`config.mk`:
```
export PLATFORM = sky130hd
export DESIGN_NAME = traffic_monitor
export DESIGN_NICKNAME = d
export VERILOG_FILES = /design/src/rtl/traffic_pkg.sv /design/src/rtl/traffic_lamp_decoder.sv /design/src/rtl/traffic_monitor.sv
export SDC_FILE = /design/constraint.sdc
export NUM_CORES = 1
export LEC_CHECK = 0
export CAP_MARGIN = 15
export CORE_UTILIZATION = 47
export DETAILED_ROUTE_END_ITERATION = 6
export GPL_TIMING_DRIVEN = 0
export PLACE_DENSITY = 0.76
export SLEW_MARGIN = 10
export SYNTH_ARGS = -nofsm -noshare
export SYNTH_HDL_FRONTEND = slang
export SYNTH_SLANG_ARGS = --single-unit
export TNS_END_PERCENT = 10
```
`constraint.sdc`:
```
create_clock -name clk -period 4.6 [get_ports clk]
set_input_delay 0.92 -clock clk [delete_from_list [all_inputs] [get_ports clk]]
set_output_delay 0.92 -clock clk [all_outputs]
set_load 0.05 [all_outputs]
```
`src/rtl/traffic_pkg.sv`:
```
// Shared types and default timing for the traffic controller and its monitor.
package traffic_pkg;

  typedef enum logic [2:0] {
    PH_ALLRED  = 3'd0,
    PH_NS_G    = 3'd1,
    PH_NS_Y    = 3'd2,
    PH_EW_G    = 3'd4,
    PH_EW_Y    = 3'd5,
    PH_INVALID = 3'd7
  } phase_e;

  typedef enum logic [3:0] {
    ST_INIT_RED, ST_NS_G, ST_NS_Y, ST_RED_TO_EW, ST_EW_G,
    ST_EW_Y, ST_RED_TO_NS, ST_RESYNC, ST_FAULT
  } mon_state_e;

  typedef enum logic [2:0] {
    FC_NONE     = 3'd0,
    FC_CONFLICT = 3'd1,
    FC_LAMP     = 3'd2,
    FC_SEQUENCE = 3'd3,
    FC_SHORT    = 3'd4,
    FC_LONG     = 3'd5
  } fault_e;

  localparam int DEF_GREEN_TIME      = 60;
  localparam int DEF_YELLOW_TIME     = 4;
  localparam int DEF_RED_TIME        = 3;
  localparam int DEF_SAFE_TIME       = 4;
  localparam int DEF_SAFE_TIME_RESET = 15;
  localparam int DEF_TOL             = 0;

  localparam logic [6:0] CNT_MAX = 7'd127;

  // Lamp phase the monitor expects to see while in a given sequence state.
  function automatic phase_e state_phase(input mon_state_e s);
    case (s)
      ST_INIT_RED, ST_RED_TO_EW, ST_RED_TO_NS: state_phase = PH_ALLRED;
      ST_NS_G: state_phase = PH_NS_G;
      ST_NS_Y: state_phase = PH_NS_Y;
      ST_EW_G: state_phase = PH_EW_G;
      ST_EW_Y: state_phase = PH_EW_Y;
      default: state_phase = PH_INVALID;
    endcase
  endfunction

  function automatic mon_state_e state_next(input mon_state_e s);
    case (s)
      ST_INIT_RED:  state_next = ST_NS_G;
      ST_NS_G:      state_next = ST_NS_Y;
      ST_NS_Y:      state_next = ST_RED_TO_EW;
      ST_RED_TO_EW: state_next = ST_EW_G;
      ST_EW_G:      state_next = ST_EW_Y;
      ST_EW_Y:      state_next = ST_RED_TO_NS;
      ST_RED_TO_NS: state_next = ST_NS_G;
      default:      state_next = s;
    endcase
  endfunction

endpackage

```
`src/rtl/traffic_lamp_decoder.sv`:
```
// Maps the six observed lamps to an intersection phase; flags any direction
// that does not show exactly one lamp.
module traffic_lamp_decoder
  import traffic_pkg::*;
(
  input  logic       ns_green,
  input  logic       ns_yellow,
  input  logic       ns_red,
  input  logic       ew_green,
  input  logic       ew_yellow,
  input  logic       ew_red,
  output logic [2:0] phase,
  output logic       lamp_err
);

  phase_e ph;

  always_comb begin
    lamp_err = !($onehot({ns_green, ns_yellow, ns_red}) &&
                 $onehot({ew_green, ew_yellow, ew_red}));
    ph = PH_INVALID;
    if (!lamp_err) begin
      if (ns_red && ew_red)         ph = PH_ALLRED;
      else if (ew_red && ns_green)  ph = PH_NS_G;
      else if (ew_red && ns_yellow) ph = PH_NS_Y;
      else if (ns_red && ew_green)  ph = PH_EW_G;
      else if (ns_red && ew_yellow) ph = PH_EW_Y;
    end
    phase = ph;
  end

endmodule

```
`src/rtl/traffic_monitor.sv`:
```
// Independent safety monitor: checks lamp sequence, phase durations and
// conflicts, latching the first fault and requesting all-flash.
module traffic_monitor
  import traffic_pkg::*;
#(
  parameter int GREEN_TIME      = DEF_GREEN_TIME,
  parameter int YELLOW_TIME     = DEF_YELLOW_TIME,
  parameter int RED_TIME        = DEF_RED_TIME,
  parameter int SAFE_TIME       = DEF_SAFE_TIME,
  parameter int SAFE_TIME_RESET = DEF_SAFE_TIME_RESET,
  parameter int TOL             = DEF_TOL
) (
  input  logic       clk,
  input  logic       reset,
  input  logic       ns_green,
  input  logic       ns_yellow,
  input  logic       ns_red,
  input  logic       ew_green,
  input  logic       ew_yellow,
  input  logic       ew_red,
  input  logic       clear_fault,
  output logic       fault,
  output logic [2:0] fault_code,
  output logic       flash_req,
  output logic [2:0] phase,
  output logic [7:0] cycles_done
);

  mon_state_e state, state_nx;
  logic [6:0] cnt, cnt_nx;
  logic       seen_red, seen_red_nx;
  logic [2:0] dec_phase;
  logic       lamp_err, conflict, cyc_inc, do_clear;
  phase_e     ph;
  fault_e     det;
  int         e_len;

  traffic_lamp_decoder u_dec (
    .ns_green (ns_green),
    .ns_yellow(ns_yellow),
    .ns_red   (ns_red),
    .ew_green (ew_green),
    .ew_yellow(ew_yellow),
    .ew_red   (ew_red),
    .phase    (dec_phase),
    .lamp_err (lamp_err)
  );

  always_comb begin
    ph       = phase_e'(dec_phase);
    conflict = (ns_green | ns_yellow) & (ew_green | ew_yellow);
    case (state)
      ST_INIT_RED:                e_len = SAFE_TIME_RESET;
      ST_NS_G, ST_EW_G:           e_len = GREEN_TIME;
      ST_NS_Y, ST_EW_Y:           e_len = YELLOW_TIME;
      ST_RED_TO_EW, ST_RED_TO_NS: e_len = RED_TIME + SAFE_TIME;
      default:                    e_len = 0;
    endcase

    state_nx    = state;
    cnt_nx      = cnt;
    seen_red_nx = seen_red;
    det         = FC_NONE;
    cyc_inc     = 1'b0;
    do_clear    = 1'b0;

    case (state)
      ST_FAULT: begin
        if (clear_fault) begin
          do_clear    = 1'b1;
          state_nx    = ST_RESYNC;
          seen_red_nx = 1'b0;
          cnt_nx      = 7'd0;
        end
      end
      // Re-acquire the sequence: all-red first, then whichever green shows.
      ST_RESYNC: begin
        if (conflict)                          det = FC_CONFLICT;
        else if (lamp_err)                     det = FC_LAMP;
        else if (ph == PH_ALLRED)              seen_red_nx = 1'b1;
        else if (seen_red && ph == PH_NS_G) begin
          state_nx = ST_NS_G;
          cnt_nx   = 7'd1;
        end else if (seen_red && ph == PH_EW_G) begin
          state_nx = ST_EW_G;
          cnt_nx   = 7'd1;
        end
      end
      default: begin
        if (conflict)      det = FC_CONFLICT;
        else if (lamp_err) det = FC_LAMP;
        else if (ph == state_phase(state)) begin
          if (int'(cnt) >= e_len + TOL) det = FC_LONG;
          else if (cnt != CNT_MAX)      cnt_nx = cnt + 7'd1;
        end else if (ph == state_phase(state_next(state))) begin
          if (int'(cnt) < e_len - TOL) det = FC_SHORT;
          else begin
            state_nx = state_next(state);
            cnt_nx   = 7'd1;
            cyc_inc  = (state == ST_EW_Y);
          end
        end else begin
          det = FC_SEQUENCE;
        end
      end
    endcase

    if (det != FC_NONE) state_nx = ST_FAULT;
  end

  always_ff @(posedge clk) begin
    if (reset) state <= ST_INIT_RED;
    else       state <= state_nx;
  end

  always_ff @(posedge clk) begin
    if (reset) begin
      cnt         <= 7'd0;
      seen_red    <= 1'b0;
      fault       <= 1'b0;
      flash_req   <= 1'b0;
      fault_code  <= 3'd0;
      phase       <= PH_ALLRED;
      cycles_done <= 8'd0;
    end else begin
      cnt      <= cnt_nx;
      seen_red <= seen_red_nx;
      phase    <= dec_phase;
      if (do_clear) begin
        fault      <= 1'b0;
        flash_req  <= 1'b0;
        fault_code <= 3'd0;
      end else if (det != FC_NONE) begin
        fault      <= 1'b1;
        flash_req  <= 1'b1;
        fault_code <= det;
      end
      if (cyc_inc) cycles_done <= cycles_done + 8'd1;
    end
  end

endmodule

```
==> out/metrics.yaml <==
run_status:
  status: "complete, no violations"
worst_setup_path:
  cp_common_cell: "o22ai_4"
  crit_type: "primary input to register"
  path_max_fanout: 8
  timing.rr.start: "state[1]"
  cp_slowest_stage_delay_ns: 0.63
  crit_path_end_kind: "register"
  crit_arrival_ns: 4.47
  cp_slowest_cell: "clkdlybuf4s50_1"
  reg2regPathDepth: 12
  r2r_slack_ns: 1.13
  cp.required_ns: 4.79
  path_cells: "clkdlybuf4s50_1, inv_1, fa_1, nand4bb_1, buf_2, a221oi_2, o22ai_4, o22ai_4, nor3_1, a31oi_1, nand3b_2, a311oi_2"
  r2r-end: "state[1]"
  startpoint_type: "primary input"
cts:
  clockBufferDepth: 2
  cts_inserted_buffers: 3
  cts.sinks: 27
  cts_root_buf: "clkbuf_8"
  cts_resized: 0
  h-tree-depth: 1
  clock_latency_ns: 0.27
  cts_setup_buffers: 0
  path_clk_slew_ns: 0.09
  cts_tree: "done"
  hold_buffers: 0
yosys:
  yosys-top-cells-count: "27 x dfxtp_1, 25 x nor2_1, 19 x a21oi_1, 17 x nand2_1, 12 x inv_1"
  syn_nets: 259
  ys_ff_latch: 27
  synth.distinct_cells: 67
  synth_most_common_cell: "dfxtp_1"
  yosysWarningCount: 0
  syn_inst: 240
  synthTopCellsByArea: "dfxtp_1 26%, ha_1 4.9%, a21oi_1 4.6%, nor2_1 4.6%, xor2_1 3.8%"
  syn_area_per_cell_um2: 8.56
  ys_seq_area_frac: 0.263
  synth_edf_count: 0
  async_flop_share: 0
  synth_top_area_share: 0.263
  synthFlopType: "dfxtp_1"
  synth_top_cell_by_area: "dfxtp_1"
  netlist_area_mm2: 0.00205
sta:
  period_minus_slack_ns: 4.27
  fin_crit_sh: 0.929
  max_slew_margin: 0.634
  worst_pin_slew_ns: 0.548
  final.setup.worst_slack_ns: 0.326
  slew_violations: 0
  finalSetupTns_ns: 0
  finClkSkew_ns: 0.00604
  rsz0062_at_grt: "false"
  max_freq_mhz: 234
  hold_slack_ns: 0.501
  setup_viol: 0
  hold_viol: 0
die:
  row_count: 23
  io_pins: 25
  die_w_um: 68.1
  dieHeight_um: 68.1
  start_util: 0.503
  dieArea_mm2: 0.00464
  design.core.area_mm2: 0.00409
pwr:
  leakage_nw: 0.873
  ir_drop_mv: 0.280
  power_density_mw_per_mm2: 259
detailed_routing:
  wirelength_mm: 4.75
  drt_iter0_markers: 101
  drtAntennaViolNets: 0
  num_vias: 1892
  viasPerCell: 5.95
  drcViolationCount: 0
  firstDrtPassIters: 4
  wl_per_cell_um: 14.9
placed_design:
  port_buffers: 24
  dpl_cell_area_mm2: 0.00236
  hpwl_mm: 3.59
  routabilityCongestion: 0.848
  place_ws_ns: 0.124
grt:
  grt_max_degree: 15
  grt_pass1_vias: 1692
  grt_pass1_wl_mm: 8.17
  antenna_found_initial: 0
  gr-total-overflow: 0
  grt_usage: 0.232
cells_and_area:
  layout-drive-gt1-share: 0.127
  finish.utilization: 0.588
  multi_input_area_mm2: 0.00140
  num_antenna_cells: 0
  seqCellArea_um2: 541
  layout.nets: 288
  area_growth_pct: 16.9
  final_area_mm2: 0.00240
  fill_cells: 384
hold_path:
  worst_hold_path_type: "register to register"
  worst_hold_path.endpoint: "cnt[1]"
  min_from: "cnt[1]"
  min_path_cells: 2
flow_run:
  maxCapViolCount: 0
report_power, final:
part | internal (W) | leakage [nW] | switching, W | total [W]
Sequential | 0.000244 | 0.220 | 0.00000784 | 0.000252
Clock | 0.0000621 | 0.0228 | 0.0000733 | 0.000135
Combinational | 0.0000870 | 0.631 | 0.000147 | 0.000234
Total | 0.000393 | 0.873 | 0.000228 | 0.000621
sequential cells by signal, summed over array words and instances (netlist names):
register and cells:
cnt 7, cycles_done 8, fault_code 3, flash_req 1
phase 3, seen_red 1, state 4
per-stage QoR:
stage	power (W)	instances
4_1_cts	0.000623	318
3_5_place_dp	0.000486	314
5_1_grt	0.000661	318
3_3_place_gp	0.000484	314
6_report	0.000621	318
2_1_floorplan	0.000428	240
routing by layer:
layer,part of all wire,routed length [um],vias up,track usage
li1,-,-,950,-
met1,0.51,2440,893,0.351
met2,0.44,2070,45,0.338
met3,0.043,202,4,0.0417
met4,0.0069,33,0,0.0443
met5,0,0,-,0
worst max path at each step:
stage / end / from / slack, ns
5_1_grt: state[0] / ns_red / 0.10
2_1_floorplan: cycles_done[7] / ew_red / 1.04
4_1_cts: state[1] / ns_red / 0.40
3_5_place_dp: state[3] / ns_red / 0.12
6_report: state[1] / ns_red / 0.33
3_3_place_gp: state[1] / ns_red / 0.16
area by class of cell:
| class | instances | area share |
|---|---|---|
| tap | 50 | 0.0260 |
| timing repair buffer | 24 | 0.100 |
| multi-input combinational | 190 | 0.582 |
| inverter | 12 | 0.0188 |
| buffer | 11 | 0.0292 |
| clock buffer | 4 | 0.0188 |
| sequential | 27 | 0.225 |
critical path: cells and delay by family:
family                     cells  cell delay [ns]
buffers and inverters          3             0.95
AOI/OAI and AO/OA              5             1.57
and+or+nand+nor                3             0.56
adders and majority gates      1             0.46
cell usage in the layout, fill, tap and decap left out, types with 2 or more instances in the layout:
cell type / count
dfxtp_1: 27
nor2_1: 25
clkdlybuf4s50_1: 24
a21oi_1: 19
nand2_1: 17
inv_1: 12
o21ai_0: 11
xor2_1: 9
nand2b_1: 8
nand4_1: 8
ha_1: 8
a31oi_1: 5
o21a_1: 5
buf_4: 5
nand3_1: 4
o211ai_1: 4
clkbuf_1: 4
and3_1: 3
nor3_1: 3
or3_1: 3
clkbuf_8: 3
buf_2: 2
o22ai_4: 2
nor4_1: 2
o31ai_1: 2
nand4b_1: 2
a211oi_1: 2
o21ai_1: 2
nor4_4: 2
or2_2: 2
nand3b_1: 2
xnor2_1: 2
nor2b_1: 2
fa_1: 2
kinds of logic after synthesis:
family                     share of synthesized area
xor gates and xnor gates                      0.0548
adders and majority gates                     0.0682
muxes                                         0.0104
buffers and inverters                         0.0560
and+or+nand+nor                                0.289
DFF                                            0.263
AOI/OAI and AO/OA                              0.259
Power figures use the tool's default switching activity.
